==> src/rtl/subleq_prog_loader.sv <==
// subleq_prog_loader
// Fills the subleq word memory from a framed byte stream. The frame is
// LEN_HI, LEN_LO, LEN x {HI, LO}, CHK (big-endian). The byte sum of the whole
// frame must be 0 mod 256. The CPU is kept in reset until a load verifies.
//
// Handshake: a byte moves on any rising edge where rx_valid and rx_ready are
// both 1. rx_ready depends only on the current state, never on rx_valid, and
// the sender may hold rx_valid low for any number of cycles.
module subleq_prog_loader #(
   parameter int WORD_SIZE  = 16,
   parameter int ADDR_WIDTH = 16,
   parameter int MEM_DEPTH  = 65536
) (
   input  logic                  clk,
   input  logic                  areset,
   input  logic                  start,
   input  logic [7:0]            rx_data,
   input  logic                  rx_valid,
   output logic                  rx_ready,
   output logic                  mem_we,
   output logic [ADDR_WIDTH-1:0] mem_addr,
   output logic [WORD_SIZE-1:0]  mem_wdata,
   output logic                  cpu_hold,
   output logic                  busy,
   output logic                  done,
   output logic                  error,
   output logic [ADDR_WIDTH-1:0] words_loaded,
   output logic [2:0]            state_dbg
);

   typedef enum logic [2:0] {
      S_IDLE    = 3'd0,
      S_LEN_HI  = 3'd1,
      S_LEN_LO  = 3'd2,
      S_DATA_HI = 3'd3,
      S_DATA_LO = 3'd4,
      S_CHECK   = 3'd5,
      S_DONE    = 3'd6,
      S_ERROR   = 3'd7
   } state_t;

   // One extra bit so that a length equal to MEM_DEPTH is representable.
   localparam logic [ADDR_WIDTH:0] DEPTH = (ADDR_WIDTH+1)'(MEM_DEPTH);
   localparam logic [ADDR_WIDTH:0] ONE   = (ADDR_WIDTH+1)'(1);

   state_t                state;
   state_t                state_next;
   logic [7:0]            len_hi;
   logic [ADDR_WIDTH:0]   length;
   logic [7:0]            hi_byte;
   logic [ADDR_WIDTH:0]   count;
   logic [7:0]            checksum;
   logic                  hold_q;

   logic                  accept;
   logic                  restart;
   logic [ADDR_WIDTH:0]   len_rx;
   logic [ADDR_WIDTH:0]   count_inc;
   logic [7:0]            chk_sum;

   assign accept    = rx_valid && rx_ready;
   // start is honoured only where no load is running.
   assign restart   = start && ((state == S_IDLE) || (state == S_DONE) ||
                                (state == S_ERROR));
   assign len_rx    = (ADDR_WIDTH+1)'({len_hi, rx_data});
   assign count_inc = count + ONE;
   assign chk_sum   = checksum + rx_data;

   // Status decode straight from the state register.
   always_comb begin
      rx_ready = 1'b0;
      busy     = 1'b0;
      case (state)
         S_LEN_HI, S_LEN_LO, S_DATA_HI, S_DATA_LO, S_CHECK: begin
            rx_ready = 1'b1;
            busy     = 1'b1;
         end
         default: begin
            rx_ready = 1'b0;
            busy     = 1'b0;
         end
      endcase
   end

   assign done         = (state == S_DONE);
   assign error        = (state == S_ERROR);
   assign words_loaded = count[ADDR_WIDTH-1:0];
   assign state_dbg    = state;
   // A restart from DONE must pull the CPU back into reset in the same cycle,
   // before the registered hold flag catches up on the next edge.
   assign cpu_hold     = hold_q || ((state == S_DONE) && start);

   // Next-state logic; every transition out of a receive state needs a byte.
   always_comb begin
      state_next = state;
      case (state)
         S_IDLE, S_DONE, S_ERROR: begin
            if (start) state_next = S_LEN_HI;
         end
         S_LEN_HI: begin
            if (accept) state_next = S_LEN_LO;
         end
         S_LEN_LO: begin
            if (accept) begin
               if (len_rx > DEPTH)
                  state_next = S_ERROR;
               else if (len_rx == '0)
                  state_next = S_CHECK;
               else
                  state_next = S_DATA_HI;
            end
         end
         S_DATA_HI: begin
            if (accept) state_next = S_DATA_LO;
         end
         S_DATA_LO: begin
            if (accept) begin
               if (count_inc == length)
                  state_next = S_CHECK;
               else
                  state_next = S_DATA_HI;
            end
         end
         S_CHECK: begin
            if (accept) begin
               if (chk_sum == 8'h00)
                  state_next = S_DONE;
               else
                  state_next = S_ERROR;
            end
         end
         default: state_next = S_IDLE;
      endcase
   end

   // State register; reset wins over any pending start.
   always_ff @(posedge clk) begin
      if (areset)
         state <= S_IDLE;
      else
         state <= state_next;
   end

   // CPU hold flag: released only on entry to DONE, held in IDLE.
   always_ff @(posedge clk) begin
      if (areset)
         hold_q <= 1'b1;
      else if (state_next == S_DONE)
         hold_q <= 1'b0;
      else if (state_next != S_IDLE)
         hold_q <= 1'b1;
   end

   // Frame datapath: length capture, word assembly, write strobe, checksum.
   always_ff @(posedge clk) begin
      if (areset) begin
         len_hi    <= '0;
         length    <= '0;
         hi_byte   <= '0;
         count     <= '0;
         checksum  <= '0;
         mem_we    <= 1'b0;
         mem_addr  <= '0;
         mem_wdata <= '0;
      end else begin
         mem_we <= 1'b0;
         if (restart) begin
            count    <= '0;
            checksum <= '0;
            length   <= '0;
         end else if (accept) begin
            checksum <= chk_sum;
            case (state)
               S_LEN_HI:  len_hi  <= rx_data;
               S_LEN_LO:  length  <= len_rx;
               S_DATA_HI: hi_byte <= rx_data;
               S_DATA_LO: begin
                  mem_we    <= 1'b1;
                  mem_addr  <= count[ADDR_WIDTH-1:0];
                  mem_wdata <= WORD_SIZE'({hi_byte, rx_data});
                  count     <= count_inc;
               end
               default: ;
            endcase
         end
      end
   end

endmodule
==> config.mk <==
export PLATFORM = sky130hd
export DESIGN_NAME = subleq_prog_loader
export DESIGN_NICKNAME = d
export VERILOG_FILES = /design/src/rtl/subleq_prog_loader.sv
export SDC_FILE = /design/constraint.sdc
export NUM_CORES = 1
export LEC_CHECK = 0
export ABC_AREA = 1
export BUFFER_PORTS_ARGS = -buffer_cell sky130_fd_sc_hd__buf_2
export CORE_MARGIN = 8
export CORE_UTILIZATION = 46
export DETAILED_ROUTE_END_ITERATION = 16
export GPL_TIMING_DRIVEN = 0
export HOLD_SLACK_MARGIN = 0.05
export PLACE_DENSITY = 0.73
export SLEW_MARGIN = 20
export SYNTH_ARGS = -nofsm -noshare
export SYNTH_HDL_FRONTEND = slang
export SYNTH_SLANG_ARGS = --single-unit
==> constraint.sdc <==
create_clock -name clk -period 3.1 [get_ports clk]
set_clock_uncertainty 0.2 [all_clocks]
set_input_delay 0.465 -clock clk [delete_from_list [all_inputs] [get_ports clk]]
set_output_delay 0.465 -clock clk [all_outputs]
set_load 0.01 [all_outputs]
---- After elaboration in Yosys (flattened, before gate mapping) ----
Index checks and enable logic that the tools add are counted.
W data, S select, Z words.
word-level totals
  register bits after elaboration ......... 94
  logic and storage cells ................. 59
operators by class
  $add $sub $neg .......................... 2
  magnitude comparators ................... 1
  equality and inequality tests ........... 9
  muxes and demuxes ....................... 15
  bitwise logic cells ..................... 2
  reduce and logical (&&, ||, !) cells .... 20
operator list
  cell                     count
  $mux W3                  9
  $pmux W3 S6              1
  $add A17 B1 Y17 const B  1
  $eq A17 B16 Y1           1
  $gt A16 B17 Y1 const B   1
  $logic_not A17 Y1        1
  $eq A3 B3 Y1 const B     5
  $reduce_and A3 Y1        3
  $add A8 B8 Y8            1
  $logic_not A8 Y1         1
  $eq A3 B2 Y1 const B     2
  $reduce_or A3 Y1         2
  $mux W1                  5
  $reduce_or A5 Y1         1
  $reduce_and A2 Y1        2
  $eq A3 B1 Y1 const B     1
  $logic_and A1 B1 Y1      3
  $logic_not A3 Y1         1
  $logic_or A1 B1 Y1       3
  $reduce_bool A3 Y1       1
  $not A1 Y1               2
  $reduce_bool A2 Y1       1
  $reduce_or A2 Y1         1

---- Longest topological paths before layout ----
Gate-level depths: netlist of run 1.
  depth after elaboration ................. 9
  mapped depth ............................ 17
  gate-level depth less buffers ........... 17

---- Least setup slack after synthesis of run 1 ----
No wires, ideal clock.
  path kind ............................... in2reg
  start ................................... input rx_data[0]
  end ..................................... register hold_q
  library setup time ...................... 0.119 ns
  arrival time ............................ 2.046 ns
  data required time ...................... 2.781 ns
  path slack .............................. 0.735 ns
  stages .................................. 16
  path buffers ............................ 0
  cells stage by stage .................... ha_1 -> inv_1 -> fa_1 -> inv_1 -> nand3_1 -> nand2_1 -> xnor2_1 -> nand3_1 -> nor2_1 -> nand3_1 -> nand2_1 -> nand2_1 -> nand2_1 -> nand3_1 -> nor2_1 -> nand3_2
on the way
  word-level cells in the longest chain between the ends .. 7
RTL lines
  item                                                line      source
  start, declared                                     17        input logic [7:0] rx_data,
  $add A8 B8 Y8 or $logic_not A17 Y1 (tied branches)  67, 107
  $logic_not A8 Y1 or $mux W3 (tied branches)         126, 107
  $mux W1 or $mux W3 (tied branches)                  126, 105
  $mux W3, on equally long branches                   125, 104
  $pmux W3 S6 (*)                                     96        case (state)
  $eq A3 B3 Y1 or $reduce_bool A3 Y1 (tied branches)  148, 150
  $mux W1 or $reduce_bool A2 Y1 (tied branches)       --
  end signal, assigned                                147       hold_q <= 1'b1;
  end signal, assigned                                149       hold_q <= 1'b0;
  end signal, assigned                                151       hold_q <= 1'b1;
  end, declared                                       53        logic hold_q;
Mark *: on every way between the ends. The rest lies on a longest branch, timed or not.
A chain may end at the register's enable or synchronous reset.

---- Final worst setup path of run 1 ----
  start ................................... register count[0]
  end ..................................... register hold_q
on the way
  word-level cells in the longest chain between the ends .. 7
RTL lines
  item                                                line      source
  start, declared                                     51        logic [ADDR_WIDTH:0] count;
  start signal, assigned                              181       count <= count_inc;
  $add A17 B1 Y17 (*)                                 66        assign count_inc = count + ONE;
  $eq A17 B16 Y1 (*)                                  118       if (count_inc == length)
  $mux W3 (*)                                         118
  $mux W3 (*)                                         117       if (accept) begin
  $pmux W3 S6 (*)                                     96
  $eq A3 B3 Y1 or $reduce_bool A3 Y1 (tied branches)  148, 150
  $mux W1 or $reduce_bool A2 Y1 (tied branches)       --
Marks and branches as above.

==> results.toml, run 1 <==
[floorplan]
design.die.area_mm2 = 0.0136
fp.coreArea_mm2 = 0.00982
die_w_um = 117
num_rows = 36
fp.dieH_um = 117
start_util = 0.475
ioPinCount = 69

[setup_path]
critical-path-top-delay-family = "simple AND/OR/NAND/NOR gates"
startpoint_type = "register"
rr_worst_depth = 14
path_class = "register to register"
critPathLaunch = "count[0]"
slowest_stage = "dfxtp_1"
worst-endpoint-arrival_ns = 2.54
worstPathBufferInverterCount = 0
end_kind = "register"
crit_required_ns = 3.16
path_cells = "ha_1 -> nand3_1 -> nor2_2 -> nand3_1 -> nand2_1 -> nand3_1 -> nand2_1 -> nand2_1 -> nor2_1 -> nand3_2 -> nand2_1 -> nand2_2 -> nand4_1 -> nand3_2"
cp_common_cell = "nand2_1"
critPathMaxStageDelay_ns = 0.43
cp.depth = 14
crit-reg2reg-launch = "count[0]"
crit_fanout = 6

[synth]
syn-num-nets = 657
synth_top_area_frac = 0.404
seq_area_frac_synth = 0.404
synth_top_cell_by_area = "dfxtp_1"
netlist_instances = 636
ys_warn_count = 0
syn_avg_cell_area_um2 = 7.33
synthTopCellsByArea = "dfxtp_1, a21oi_1, o21ai_0, nand2_1, inv_1"
yosysUniqueCellTypes = 36
synth_area_mm2 = 0.00466
synth_seq_cells = 94

[sta]
tightest_slew_ns = 0.685
whs_ns = 0.154
worst_slack_ns = 0.622
hold_viol = 0
tns_ns = 0
fmax_mhz = 403
slew_headroom = 0.532
slew_viol_final = 0
finalSetupViolations = 0
finalCriticalPeriod_ns = 2.48
rsz0062_at_grt = "no"
finalCritPeriodShare = 0.799

[power_and_ir_drop]
power_density_mw_per_mm2 = 455
max-vdd-ir-drop_v = 0.000309
leakage_nw = 2.47

[placed_design]
place_congestion = 0.855
io_buffers = 68
place_area_mm2 = 0.00517
pre_cts_ws_ns = 0.341
place_hpwl_um = 9960

[clock_tree]
cts_root_buf = "clkbuf_8"
cts_buffers = 9
cts_buffer_depth = 2
path_clk_slew_ns = 0.09
cts_tree = "done"
cts.htree.levels = 3
cts_hold_buf = 0
cts_setup_buffers = 0
cts_resized = 0
cts.sinks = 94
clock_latency_ns = 0.37

[routing]
routed_wl_um = 12900
drt_iter0_drc = 256
ant_nets = 0
vias_per_cell = 5.26
drc_errors = 0
first_pass_iters = 5
avgRoutedWirePerCell_um = 15.1
vias = 4483

[global_routing]
overflow = 0
grt_max_degree = 15
grt_pass1_vias = 4474
grtUsageMet3 = 0.0507
use_met2 = 0.329
grt_usage = 0.199
antenna_found_initial = 0
grt_pass1_wl_um = 21200
met1_usage = 0.236
gr-max-usage-layer = "met2"

[final_layout]
fin_area_mm2 = 0.00534
antennaDiodeCount = 0
nNetsFinal = 736
drive_gt1_frac = 0.199
syn_to_final_growth_pct = 14.6

[job]
drv_cap = 0

[min_path]
hold_start = "areset"
min_path_type = "input port to register"
hold_depth = 2

[status]
outcome = "complete, no violations"
[power by group]
part	internal, mW	leakage [nW]	switching, mW
clock network	0.330	0.0845	0.426
registers	1.26	0.760	0.0343
logic	0.137	1.62	0.248
[through the flow]
| stage | total power [mW] | std cells | util |
|---|---|---|---|
| finish | 2.43 | 852 | 0.544 |
| global route | 2.56 | 852 | 0.544 |
| CTS | 2.44 | 852 | 0.544 |
| detailed placement | 1.70 | 837 | 0.526 |
| global placement | 1.69 | 837 | 0.526 |
| floorplan | 1.58 | 636 | - |
[Yosys cell counts]
master,n
o21ai_0,82
nor3_1,2
o21ai_2,2
o211a_1,1
xor3_1,1
xnor2_1,5
buf_2,7
ha_1,8
a21oi_1,85
o21bai_1,2
nor2_2,10
nand3_2,5
inv_1,82
xnor3_1,1
inv_2,5
nor4_1,2
buf_4,17
nor2_1,37
dfxtp_1,94
o21ai_1,3
o211ai_1,6
nand2_1,89
nand3b_1,5
nor2_4,5
a31oi_1,1
clkbuf_1,17
and2_4,1
fa_1,1
o21a_1,1
a2111oi_0,1
o22ai_1,1
nand3_1,32
nand2_4,1
nand2_2,8
nand4_1,10
xor2_1,6
[final cells by class]
| cell class | count | area (um^2) |
|---|---|---|
| fillers | 1021 | 4480 |
| multi-input cells | 414 | 2220 |
| flip-flops and latches | 94 | 1880 |
| repair buffers | 68 | 340 |
| inverters | 87 | 327 |
| plain buffers | 41 | 226 |
| well taps | 133 | 166 |
| clock buffers | 12 | 155 |
| clock inverters | 3 | 20.0 |
[worst reg2reg max path, stage by stage (launching register included)]
cell and delay [ns]:
dfxtp_1 0.43, ha_1 0.24, nand3_1 0.17, nor2_2 0.23, nand3_1 0.13, nand2_1 0.10, nand3_1 0.07, nand2_1 0.07
nand2_1 0.05, nor2_1 0.17, nand3_2 0.16, nand2_1 0.10, nand2_2 0.07, nand4_1 0.11, nand3_2 0.06
[sequential cells by signal, indices dropped and copies added (netlist names)]
name       count
checksum       8
count         17
hi_byte        8
hold_q         1
len_hi         8
length        16
mem_addr      16
mem_wdata     16
mem_we         1
state_dbg      3
[path summary, 6_finish.rpt]
kind | endpoint | slack (ns)
setup / recovery | hold_q | 0.62
hold reg to reg | hi_byte[0] | 0.26
hold / removal | state_dbg[0] | 0.15
setup reg to reg | hold_q | 0.62
[placed cells by master (no fill, tap or decap), types with 3 or more instances in the layout]
master,n
inv_1,82
inv_2,5
nand2_1,89
nand2_2,8
nor2_2,10
a21oi_1,85
clkbuf_8,11
buf_4,17
nor2_4,5
xor2_1,6
o21ai_0,82
nand3b_1,5
nand3_1,32
ha_1,8
o21ai_1,3
dfxtp_1,94
nor2_1,37
o211ai_1,6
nand3_2,5
nand4_1,10
buf_2,75
xnor2_1,5
clkbuf_1,18
[logic make-up (layout without fill, tap and decap cells)]
kind of cell    Yosys count  count (layout)  synth area share
buf+inv                 128             211             0.119
xor+xnor                 13              13            0.0306
compound gates          185             185             0.208
fa+ha+maj                 9               9            0.0258
simple gates            207             207             0.213
flops                    94              94             0.404
[layer usage]
layer,up-vias,wire length [um]
met5,-,0
met4,0,376
met3,27,1010
met2,158,5910
met1,2059,5590
li1,2239,-
Note: power is estimated with default switching activity, not from simulation.
==> run 2, diff against run 1 <==
--- a/config.mk
+++ b/config.mk
@@ -12,7 +12,7 @@
 export DETAILED_ROUTE_END_ITERATION = 16
 export GPL_TIMING_DRIVEN = 0
 export HOLD_SLACK_MARGIN = 0.05
-export PLACE_DENSITY = 0.73
+export PLACE_DENSITY = 0.75
 export SLEW_MARGIN = 20
 export SYNTH_ARGS = -nofsm -noshare
 export SYNTH_HDL_FRONTEND = slang
==> constraint.sdc (replaced) <==
create_clock -name clk -period 2.1 [get_ports clk]
set_clock_uncertainty 0.2 [all_clocks]
set_input_delay 0.315 -clock clk [delete_from_list [all_inputs] [get_ports clk]]
set_output_delay 0.315 -clock clk [all_outputs]
set_load 0.01 [all_outputs]
==> run 2 against run 1 <==
Net effect:
- the flow now finishes with violations (negative setup slack)
- die area unchanged
- first-iteration DRC count decreased by 0.39%
- largest power group unchanged
- critical endpoint unchanged
- power grew 61%
==> results.toml, run 2 (same netlist as run 1, synthesis figures left out) <==
[min_path]
hold-path-endpoint = "len_hi[7]"
hold_start = "rx_valid"
min_path_type = "input port to register"
hold_depth = 3

[floorplan]
ioPinCount = 69
start_util = 0.475
design.die.area_mm2 = 0.0136
fp.dieH_um = 117
die_w_um = 117
fp.coreArea_mm2 = 0.00982
num_rows = 36

[routing]
vias = 4606
vias_per_cell = 5.37
avgRoutedWirePerCell_um = 15.3
drc_errors = 0
routed_wl_um = 13100
drt_iter0_drc = 255
first_pass_iters = 5
ant_nets = 0

[final_layout]
final_cell_mix = "dfxtp_1, nand2_1, a21oi_1"
regMostFlops = "count"
layout_commonest_cell = "dfxtp_1"
syn_to_final_growth_pct = 18.9
fin_area_mm2 = 0.00554
final_core_util = 0.564
nNetsFinal = 740
drive_gt1_frac = 0.242
finalNonFillerCells = 857
antennaDiodeCount = 0
largest_reg_flops = 17

[placed_design]
place_area_mm2 = 0.00518
io_buffers = 68
placed_cells = 837
pre_cts_ws_ns = -0.481
place_hpwl_um = 9850
place_congestion = 0.883

[setup_path]
crit_fanout = 2
r2r_setup_slack_ns = -0.26
startpoint_type = "register"
worst-endpoint-arrival_ns = 2.42
end_kind = "register"
critPathMaxStageDelay_ns = 0.54
reg2reg_to = "hold_q"
slowest_stage = "fa_2"
crit_required_ns = 2.16
path_cells = "ha_4 -> inv_2 -> fa_2 -> inv_2 -> nor3_2 -> nand3_1 -> nor2_1 -> nand3_1 -> nand2_1 -> nand2_1 -> nand2_2 -> nand3_2 -> nor2_2 -> nand3_2"
rr_worst_depth = 14
crit-reg2reg-launch = "checksum[0]"
path_class = "register to register"

[sta]
tightest_slew_ns = 0.612
whs_ns = 0.100
slew_headroom = 0.591
finalSetupViolations = 17
tns_ns = -1.06
hold_viol = 0
slew_viol_final = 0
fmax_mhz = 424
worst_slack_ns = -0.261
finalCriticalPeriod_ns = 2.36
finalCritPeriodShare = 1.12
rsz0062_at_grt = "yes"

[clock_tree]
cts_tree = "done"
cts_root_buf = "clkbuf_8"
path_clk_slew_ns = 0.10
cts.sinks = 94
cts_buffers = 9
clock_latency_ns = 0.36
cts.htree.levels = 3
cts_buffer_depth = 2

[global_routing]
grt_pass1_wl_um = 20900
grt_usage = 0.195
antenna_found_initial = 0
grt_pass1_vias = 4369
overflow = 0
grt_max_degree = 17

[job]
drv_cap = 0

[power_and_ir_drop]
power_density_mw_per_mm2 = 706
max-vdd-ir-drop_v = 0.000431
fin_total_pwr_mw = 3.91
leakage_nw = 2.56

[status]
outcome = "finished, violations left"
violations = "negative setup slack"
## run 2: cell types whose count changed in the layout (fill, tap and decap cells not counted), sizes merged
cell and delta:
clkinvlp -2, bufinv +2, inv +2, clkinv +1
buf +1, clkbuf -1, dlygate4sd3 +2
## run 2: repair_timing
action	CTS	global route
endpoints found under the hold margin	3	0
pin swaps	9	5
endpoints found under the setup margin	62	79
hold buffers	2	0
setup buffers	2	0
resized for setup	17	24
## run 2: cell type report
class	instances	area, um^2
plain buffers	41	254
repair buffers	72	375
multi-input cells	414	2300
well taps	133	166
inverters	87	327
clock inverters	6	91.3
fillers	956	4280
flip-flops and latches	94	1890
clock buffers	10	138
## run 2: critical path: cells and delay by family, from the launching register on
kind	cells	cell delay [ns]
DFF	1	0.36
adders and majority gates	2	0.67
and+or+nand+nor	10	0.96
buffers and inverters	2	0.07
## run 2: worst max path at each step
stage	startpoint	to	slack (ns)	cells past startpoint
after detailed placement	rx_data[0]	hold_q	-0.48	15
after global placement	rx_data[0]	hold_q	-0.45	15
after CTS	checksum[0]	hold_q	-0.25	14
final	checksum[0]	hold_q	-0.26	14
after global routing	checksum[0]	hold_q	-0.37	14
after floorplan	checksum[0]	hold_q	-0.08	14
## run 2: routing by layer
layer	vias up	track usage	part of all wire
li1	2248	-	-
met1	2137	0.240	0.43
met2	185	0.325	0.47
met3	36	0.0336	0.070
met4	0	0.0922	0.032
met5	-	0	0
## run 2: report_power, final
| group | internal (mW) | switching (mW) |
|---|---|---|
| Combinational | 0.225 | 0.389 |
| Sequential | 1.85 | 0.0543 |
| Clock | 0.713 | 0.675 |
